==> config.mk <==
export PLATFORM = sky130hd
export DESIGN_NAME = tiled_matrix_multiplier
export DESIGN_NICKNAME = d
export VERILOG_FILES = /design/src/rtl/tiled_matrix_multiplier.sv
export SDC_FILE = /design/constraint.sdc
export NUM_CORES = 1
export LEC_CHECK = 0
export BUFFER_PORTS_ARGS = -buffer_cell sky130_fd_sc_hd__buf_2
export CAP_MARGIN = 25
export CORE_AREA = 5 5 260 262
export DETAILED_ROUTE_END_ITERATION = 16
export DIE_AREA = 0 0 265 267
export PLACE_DENSITY = 0.72
export SYNTH_ARGS = -nofsm -noshare
export SYNTH_HDL_FRONTEND = slang
export SYNTH_SLANG_ARGS = --single-unit
==> constraint.sdc <==
create_clock -name clk -period 6.1 [get_ports clk]
set_clock_uncertainty 0.2 [all_clocks]
set_input_delay 0.305 -clock clk [delete_from_list [all_inputs] [get_ports clk]]
set_output_delay 0.305 -clock clk [all_outputs]
set_load 0.01 [all_outputs]
==> src/rtl/tiled_matrix_multiplier.sv <==
// Tiled N x N signed matrix multiply over one single-port RAM,
// driving a 2x2 base multiplier with overflow and timeout checks.
module tiled_matrix_multiplier #(
  parameter int DATA_W  = 32,
  parameter int N       = 4,
  parameter int ADDR_W  = 9,
  parameter int A_BASE  = 0,
  parameter int B_BASE  = 64,
  parameter int C_BASE  = 128,
  parameter int TIMEOUT = 255
) (
  input  logic                clk,
  input  logic                rst,
  input  logic                start,
  output logic                busy,
  output logic                done,
  output logic                err,
  output logic [ADDR_W-1:0]   ram_addr,
  output logic                ram_we,
  output logic [DATA_W-1:0]   ram_wdata,
  input  logic [DATA_W-1:0]   ram_rdata,
  output logic                start_mac,
  input  logic                done_mac,
  output logic [4*DATA_W-1:0] mac_a,
  output logic [4*DATA_W-1:0] mac_b,
  input  logic [4*DATA_W-1:0] mac_c
);

  localparam int NB = N / 2;
  localparam int BW = (NB > 1) ? $clog2(NB) : 1;
  localparam int TW = (TIMEOUT > 1) ? $clog2(TIMEOUT + 1) : 1;

  typedef enum logic [3:0] {
    IDLE, CLR, LOAD, MSTART, MWAIT,
    ACC, WRITE, NEXT, FIN, ABORT
  } state_t;

  state_t state, state_nx;

  logic [BW-1:0]     bi, bj, bk;
  logic [3:0]        ld_cnt;
  logic [1:0]        wr_cnt;
  logic [TW-1:0]     tmo;
  logic [DATA_W-1:0] op [8];
  logic [DATA_W-1:0] acc [4];
  logic [DATA_W-1:0] c_q [4];
  logic [DATA_W-1:0] sum [4];
  logic [3:0]        ovf;
  logic [ADDR_W-1:0] rd_addr, wr_addr;
  logic              last_k, last_blk;

  assign last_k   = (bk == BW'(NB - 1));
  assign last_blk = (bi == BW'(NB - 1)) &&
                    (bj == BW'(NB - 1));

  // Slots 0..3 are the A sub-block, 4..7 the B sub-block.
  always_comb begin
    if (!ld_cnt[2])
      rd_addr = ADDR_W'(A_BASE
        + (2 * int'(bi) + int'(ld_cnt[1])) * N
        + 2 * int'(bk) + int'(ld_cnt[0]));
    else
      rd_addr = ADDR_W'(B_BASE
        + (2 * int'(bk) + int'(ld_cnt[1])) * N
        + 2 * int'(bj) + int'(ld_cnt[0]));
  end

  assign wr_addr = ADDR_W'(C_BASE
    + (2 * int'(bi) + int'(wr_cnt[1])) * N
    + 2 * int'(bj) + int'(wr_cnt[0]));

  assign mac_a = {op[3], op[2], op[1], op[0]};
  assign mac_b = {op[7], op[6], op[5], op[4]};

  always_comb begin
    for (int i = 0; i < 4; i++) begin
      sum[i] = acc[i] + c_q[i];
      ovf[i] = (acc[i][DATA_W-1] == c_q[i][DATA_W-1])
            && (sum[i][DATA_W-1] != acc[i][DATA_W-1]);
    end
  end

  always_comb begin
    state_nx  = state;
    busy      = 1'b1;
    done      = 1'b0;
    ram_we    = 1'b0;
    ram_addr  = '0;
    ram_wdata = '0;
    start_mac = 1'b0;
    unique case (state)
      IDLE: begin
        busy = 1'b0;
        if (start) state_nx = CLR;
      end
      CLR: state_nx = LOAD;
      LOAD: begin
        if (ld_cnt != 4'd8) ram_addr = rd_addr;
        else                state_nx = MSTART;
      end
      MSTART: begin
        start_mac = 1'b1;
        state_nx  = MWAIT;
      end
      MWAIT: begin
        if (done_mac)                     state_nx = ACC;
        else if (tmo == TW'(TIMEOUT - 1)) state_nx = ABORT;
      end
      ACC: state_nx = last_k ? WRITE : LOAD;
      WRITE: begin
        ram_we    = 1'b1;
        ram_addr  = wr_addr;
        ram_wdata = acc[wr_cnt];
        if (wr_cnt == 2'd3) state_nx = NEXT;
      end
      NEXT: state_nx = last_blk ? FIN : CLR;
      FIN, ABORT: begin
        busy     = 1'b0;
        done     = 1'b1;
        state_nx = IDLE;
      end
      default: state_nx = IDLE;
    endcase
  end

  always_ff @(posedge clk) begin
    if (rst) begin
      state  <= IDLE;
      err    <= 1'b0;
      bi     <= '0;
      bj     <= '0;
      bk     <= '0;
      ld_cnt <= '0;
      wr_cnt <= '0;
      tmo    <= '0;
      for (int i = 0; i < 8; i++) op[i] <= '0;
      for (int i = 0; i < 4; i++) begin
        acc[i] <= '0;
        c_q[i] <= '0;
      end
    end else begin
      state <= state_nx;
      unique case (state)
        IDLE: if (start) begin
          err <= 1'b0;
          bi  <= '0;
          bj  <= '0;
          bk  <= '0;
        end
        CLR: begin
          for (int i = 0; i < 4; i++) acc[i] <= '0;
          ld_cnt <= '0;
        end
        LOAD: begin
          // RAM data lags its address by one cycle.
          if (ld_cnt != 4'd0)
            op[ld_cnt[2:0] - 3'd1] <= ram_rdata;
          ld_cnt <= ld_cnt + 4'd1;
        end
        MSTART: tmo <= '0;
        MWAIT: begin
          if (done_mac)
            for (int i = 0; i < 4; i++)
              c_q[i] <= mac_c[i*DATA_W +: DATA_W];
          else
            tmo <= tmo + TW'(1);
        end
        ACC: begin
          for (int i = 0; i < 4; i++) acc[i] <= sum[i];
          if (|ovf) err <= 1'b1;
          if (!last_k) begin
            bk     <= bk + BW'(1);
            ld_cnt <= '0;
          end
          wr_cnt <= '0;
        end
        WRITE: wr_cnt <= wr_cnt + 2'd1;
        NEXT: begin
          bk <= '0;
          if (bj == BW'(NB - 1)) begin
            bj <= '0;
            bi <= bi + BW'(1);
          end else begin
            bj <= bj + BW'(1);
          end
        end
        ABORT: err <= 1'b1;
        default: ;
      endcase
    end
  end

endmodule

==> results of run 1 <==
[per-layer routing]
metal  vias to the layer above  track usage [%]
li1                       9343                -
met1                      9686             26.4
met2                      1001             37.2
met3                       167             4.18
met4                         2             8.31
met5                         -                0
[area by class of cell]
class | count | share of cell area (%)
sequential | 536 | 45.7
multi-input combinational | 1579 | 32.5
antenna | 1 | 0.00737
clock inverter | 39 | 1.57
timing repair buffer | 648 | 12.3
inverter | 41 | 0.453
tap | 864 | 3.18
clock buffer | 65 | 4.22
[worst register-to-register path, cell delays in order, from the launching register on]
cell and delay (ns):
edfxtp_1 0.42, ha_1 0.26, fa_1 0.44, a21oi_1 0.24, o21ai_0 0.24, a211oi_1 0.34
o21ai_0 0.25, a31oi_1 0.37, o211ai_1 0.17, a41o_1 0.29, xnor2_1 0.16, nor2_1 0.05
[sequential cells by signal, indices dropped and copies added, names as in the netlist, named ones only]
name and flops:
bi 1, state 4, c_q 128, ld_cnt 4, bk 1, op 256, tmo 8, acc 128
wr_cnt 2, err 1, bj 1
[final timing paths]
path	start	end	cells after the start	slack, ns
max reg2reg	acc[3][0]$_SDFFCE_PN0P_	acc[3][28]$_SDFFCE_PN0P_	11	2.41
min reg2reg	acc[2][29]$_SDFFE_PP0P_	acc[2][29]$_SDFFE_PP0P_	2	0.28
min	mac_c[98]	c_q[3][2]$_SDFFCE_PN0P_	3	0.27
max	acc[3][0]$_SDFFCE_PN0P_	acc[3][28]$_SDFFCE_PN0P_	11	2.41
[cell usage after synthesis, types with 3 or more instances]
library cell	count	area [sq um]
a211o_1	3	26.3
a211oi_1	23	173
a21boi_0	3	22.5
a21o_1	57	428
a21oi_1	133	666
a31o_2	3	26.3
a31oi_1	11	68.8
a32o_1	3	30.0
a41oi_1	3	26.3
and2_1	425	2660
and3_1	21	131
buf_1	4	15.0
buf_2	3	15.0
buf_4	3	22.5
clkbuf_1	76	285
dfxtp_1	56	1120
edfxtp_1	480	14400
fa_1	4	80.1
ha_1	129	1610
inv_1	41	154
mux2i_1	5	50.1
mux4_2	32	721
nand2_1	122	458
nand2b_1	20	125
nand3_1	28	140
nand3b_1	7	52.6
nand4_1	17	106
nor2_1	166	623
nor2b_1	15	93.8
nor3_1	31	155
o211ai_1	8	60.1
o21a_1	23	173
o21ai_0	67	335
o21ai_1	8	40.0
o21ai_2	3	26.3
o21bai_1	13	97.6
o221ai_1	4	35.0
o22ai_1	3	18.8
o31ai_1	4	30.0
or2_2	14	87.6
or3_1	5	31.3
xnor2_1	62	543
xor2_1	52	455
[layout by cell type (no fill, tap or decap), types with 5 or more instances in the layout]
cell type	netlist	routed
a211oi_1	23	23
a21o_1	57	57
a21oi_1	133	133
a31oi_1	11	11
and2_1	425	425
and3_1	21	21
buf_2	3	462
buf_4	3	16
buf_8	0	5
bufinv_16	0	11
clkbuf_1	76	9
clkbuf_16	0	56
clkinv_1	0	9
clkinv_2	0	13
dfxtp_1	56	55
dlygate4sd3_1	0	163
edfxtp_1	480	480
ha_1	129	129
inv_1	41	41
mux2i_1	5	5
mux4_2	32	32
nand2_1	122	121
nand2b_1	20	19
nand3_1	28	28
nand3b_1	7	7
nand4_1	17	17
nor2_1	166	161
nor2b_1	15	15
nor3_1	31	27
nor3_2	2	6
o211ai_1	8	8
o21a_1	23	23
o21ai_0	67	67
o21ai_1	8	8
o21bai_1	13	13
or2_2	14	14
or3_1	5	5
xnor2_1	62	62
xor2_1	52	52
[kinds of logic (layout without fill, tap and decap cells)]
| logic type | count (synthesis) | in the layout | share of synthesized area (%) |
|---|---|---|---|
| other | 1 | 4 | 0.0139 |
| DFF | 536 | 536 | 57.5 |
| muxes | 37 | 37 | 2.85 |
| buffers and inverters | 127 | 793 | 1.82 |
| adders and majority gates | 133 | 133 | 6.27 |
| AOI/OAI and AO/OA | 409 | 409 | 10.2 |
| xor gates and xnor gates | 114 | 114 | 3.70 |
| and+or+nand+nor | 883 | 883 | 17.6 |
[power groups by stage]
stage          combinational (mW)  clock, mW  sequential (mW)
6_report                     1.12       3.67             4.31
3_3_place_gp                0.991          0             4.38
4_1_cts                      1.11       3.72             4.31
5_1_grt                      1.22       3.88             4.32
2_1_floorplan               0.648          0             4.35
3_5_place_dp                 1.02          0             4.38
==> out/summary.txt, run 1 <==
CTS root buf: clkbuf_16
Pre-CTS setup slack: 2.17 ns
Largest net degree at the start of global routing: 74
Seq cells post-synth: 536
Mapped cell area: 0.0270 sq mm
Unrepaired setup endpoints after global routing: no
CP endpoint kind: flip-flop
Max Transition Viols Final: 0
MaxCap Viol Count: 0
Fill count: 5490
WL met3: 6510 um
Reg power frac: 47.4%
Iter 0 DRT Violations: 1700
Power Density: 268 mW/mm^2
Initial antenna violation count: 2
Combinational power share: 12.3%
Die area: 0.0708 sq mm
Layout Utilization: 52.1%
H-tree Lvls: 2
Core ar.: 0.0652 sq mm
Hold WC Path Type: input port to flip-flop
Final WS setup: 2.41 ns
Layout area overhead: 25.7%
Worst-path clk slew: 0.06 ns
Finished Layout Cells: 3773
Async SR Flop Fraction: 0%
Inst Count DP: 3500
Vias per cell: 5.35
GPL Wtd Cong: 0.902
Clock latency at the later pin of the worst-skew pair: 0.64 ns
Sequential-to-total area share from yosys stat: 57.5%
Critical path's largest stage delay: 0.44 ns
Status: complete, no violations
Total setup buffers inserted after CTS: 0
Post-route ant nets: 0
EDFF count, synth: 480
Part of the cycle the worst path needs: 60.6%
Max-slew headroom: 36.6%
Top FF cell, synth: edfxtp_1
Die Wd: 265 um
Cell-internal power: 6.80 mW
Syn_area_per_cell: 12.1 sq um
# DRC: 0
PortBufs: 462
Via count of the first global-routing pass: 20300
Crit path DAT: 3.88 ns
Uppermost layer routed: met5
GR Overflow Total: 0
Pleak: 14.3 nW
Worst hold slack: 0.268 ns
Total track usage: 21.4%
Synth cell types: 79
Cell family with most CP delay: compound AO/OA/AOI/OAI gates
First-pass GRT wire length: 118000 um
Placed Area: 0.0303 sq mm
CTS tree: done
Initial Utilization: 41.5%
Final Hold Viols: 0
Routed WL per cell: 21.0 um
Post-detail-place hpwl: 57900 um
Post_cts resized: 0
Final setup fails: 0
Slowest-stage cell, CP: fa_1
Switching Fraction: 25.2%
Sink Count: 536
Fin area: 0.0340 sq mm
Hold Buf Count CTS: 163
Critical path's most frequent cell: o21ai_0
Fmax: 0.271 GHz
Fin nets: 3159
Share of cells above drive strength 1: 22.5%
Clock share of power: 40.3%
Synth Instances: 2240
Setup_tns: 0 ns
Worst path cell trace: ha_1, fa_1, a21oi_1, o21ai_0, a211oi_1, o21ai_0, a31oi_1, o211ai_1, a41o_1, xnor2_1, nor2_1
Clock Path Buffers: 3
Worst path required time: 6.28 ns
FF/Latch Area: 0.0155 sq mm
CTS buffer count: 56
Worst VDD drop: 0.232 mV
DR pass1 iterations: 5
Crit Path Max Fanout: 3
Synth warnings: 0
Wl on met1: 30500 um
Total number of vias: 20200
Worst Max-Slew Pin Slew: 0.951 ns
Top-level port count: 466
Setup crit start kind: flip-flop
Final total power: 9.10 mW
Row count: 94
Final wirelength: 79400 um
Crit Path Class: flip-flop to flip-flop
Multi-input gate area in the final layout: 0.0110 sq mm
NetSw: 2.30 mW
Worst Path Buf+Inv: 0
Metal2 WL: 39000 um
Die Y: 267 um
Post-layout min period: 3.69 ns
Power figures use the tool's default switching activity.
==> run 2, diff against run 1 <==
- clock period: 6.1 -> 3.7 ns (I/O delays scaled with it)
==> out/summary.txt, run 2 (synthesis gave the netlist of run 1 again) <==
Die Wd: 265 um
Fmax: 0.283 GHz
Post-route ant nets: 0
Worst setup path endpoint: acc[3][28]$_SDFFCE_PN0P_
Initial Utilization: 41.5%
GPL Wtd Cong: 0.908
Status: complete, no violations
Worst-path clk slew: 0.06 ns
Power Density: 446 mW/mm^2
Antenna Cells: 0
Post-layout min period: 3.54 ns
Initial antenna violation count: 5
Most common cell after layout, fill and taps aside: edfxtp_1
Largest register FFs: 256
CTS tree: done
First-pass GRT wire length: 116000 um
FF-to-FF setup slack: 0.16 ns
Iter 0 DRT Violations: 1910
Core ar.: 0.0652 sq mm
H-tree Lvls: 2
Row count: 94
Pleak: 14.4 nW
Most frequent cells in the layout: edfxtp_1, buf_2, and2_1
Sink Count: 536
Die area: 0.0708 sq mm
Hold WC Path Type: input port to flip-flop
CTS root buf: clkbuf_16
Final total power: 15.3 mW
Placed Area: 0.0305 sq mm
CTS buffer count: 56
Total track usage: 20.8%
Routed WL per cell: 20.4 um
Largest net degree at the start of global routing: 113
Total number of vias: 20100
Clock latency at the later pin of the worst-skew pair: 0.64 ns
Fin area: 0.0343 sq mm
Worst VDD drop: 0.328 mV
Worst setup path startpoint: acc[3][0]$_SDFFCE_PN0P_
Clock Path Buffers: 3
Critical R2R Capture: acc[3][28]$_SDFFCE_PN0P_
Die Y: 267 um
Largest register by flop count: op
Worst hold slack: 0.156 ns
Max Transition Viols Final: 0
Unrepaired setup endpoints after global routing: no
Setup crit start kind: flip-flop
Crit path DAT: 3.70 ns
Share of cells above drive strength 1: 23.1%
Worst R2R Start: acc[3][0]$_SDFFCE_PN0P_
Biggest regs: op: 256 flops, acc: 128 flops, c_q: 128 flops
DR pass1 iterations: 5
Max-slew headroom: 42.0%
Crit Path Class: flip-flop to flip-flop
PortBufs: 462
Final setup fails: 0
GR Overflow Total: 0
Total setup buffers inserted after CTS: 0
Worst path required time: 3.86 ns
R2R cell count: 11
Final Hold Viols: 0
# DRC: 0
CP endpoint kind: flip-flop
Top-level port count: 466
Vias per cell: 5.32
Worst Max-Slew Pin Slew: 0.871 ns
MaxCap Viol Count: 0
Part of the cycle the worst path needs: 95.6%
Fin nets: 3174
Via count of the first global-routing pass: 20000
Final wirelength: 77200 um
Layout area overhead: 26.8%
Crit Path Max Fanout: 3
Post-detail-place hpwl: 56000 um
Setup_tns: 0 ns
## run 2: worst max-delay path, cell delays in order, from the launching register on
cell	delay (ns)
edfxtp_1	0.42
ha_1	0.25
fa_1	0.45
a21oi_1	0.26
o21ai_0	0.24
a211oi_2	0.28
o21ai_0	0.23
a31oi_2	0.31
o211ai_1	0.16
a41o_1	0.27
xnor2_1	0.14
nor2_1	0.05
## run 2: metal layers
metal	track usage, %	vias to the layer above	routed length, um
li1	-	9387	-
met2	36.8	930	38300
met1	26.0	9651	30000
met5	0	-	27
met3	3.34	164	5850
met4	7.54	4	3060
## run 2: report_power, final
group          total (mW)  switching [mW]  internal, mW
Clock                6.33            2.51          3.82
Combinational        1.87            1.08         0.780
Sequential           7.09           0.204          6.89
Total                15.3            3.80          11.5
## run 2: worst min-delay path by stage
stage / slack, ns / from / to / cells after the start
after floorplan: 0.18 / mac_c[0] / c_q[0][0]$_SDFFCE_PN0P_ / 1
after global placement: 0.26 / acc[2][19]$_SDFFE_PP0P_ / acc[2][19]$_SDFFE_PP0P_ / 2
after detailed placement: 0.26 / mac_c[94] / c_q[2][30]$_SDFFCE_PN0P_ / 2
after CTS: 0.13 / mac_c[112] / c_q[3][16]$_SDFFCE_PN0P_ / 3
after global routing: 0.16 / mac_c[112] / c_q[3][16]$_SDFFCE_PN0P_ / 3
final: 0.16 / mac_c[74] / c_q[2][10]$_SDFFCE_PN0P_ / 3
## run 2: stage by stage
stage	util, %	cells	setup slack, ns
after global placement	46.8	3518	0.143
after detailed placement	46.8	3518	0.0994
after global routing	52.6	3788	0.00476
after floorplan	-	2242	0.678
final	52.6	3788	0.162
after CTS	52.5	3788	0.0485
## run 2: cell type report
cell class	instances	area, sq um
Clock buffer	69	1460
Sequential cell	536	15500
Inverter	41	154
Fill cell	5369	30900
Clock inverter	36	624
Multi-Input combinational cell	1579	11100
Timing Repair Buffer	663	4330
Tap cell	864	1080
## run 2: timing repair
| action | CTS | global route |
|---|---|---|
| hold endpoints to repair | 403 | 0 |
| resized for setup | 0 | 4 |
| hold buffers | 165 | 0 |
| endpoints found under the setup margin | 0 | 6 |
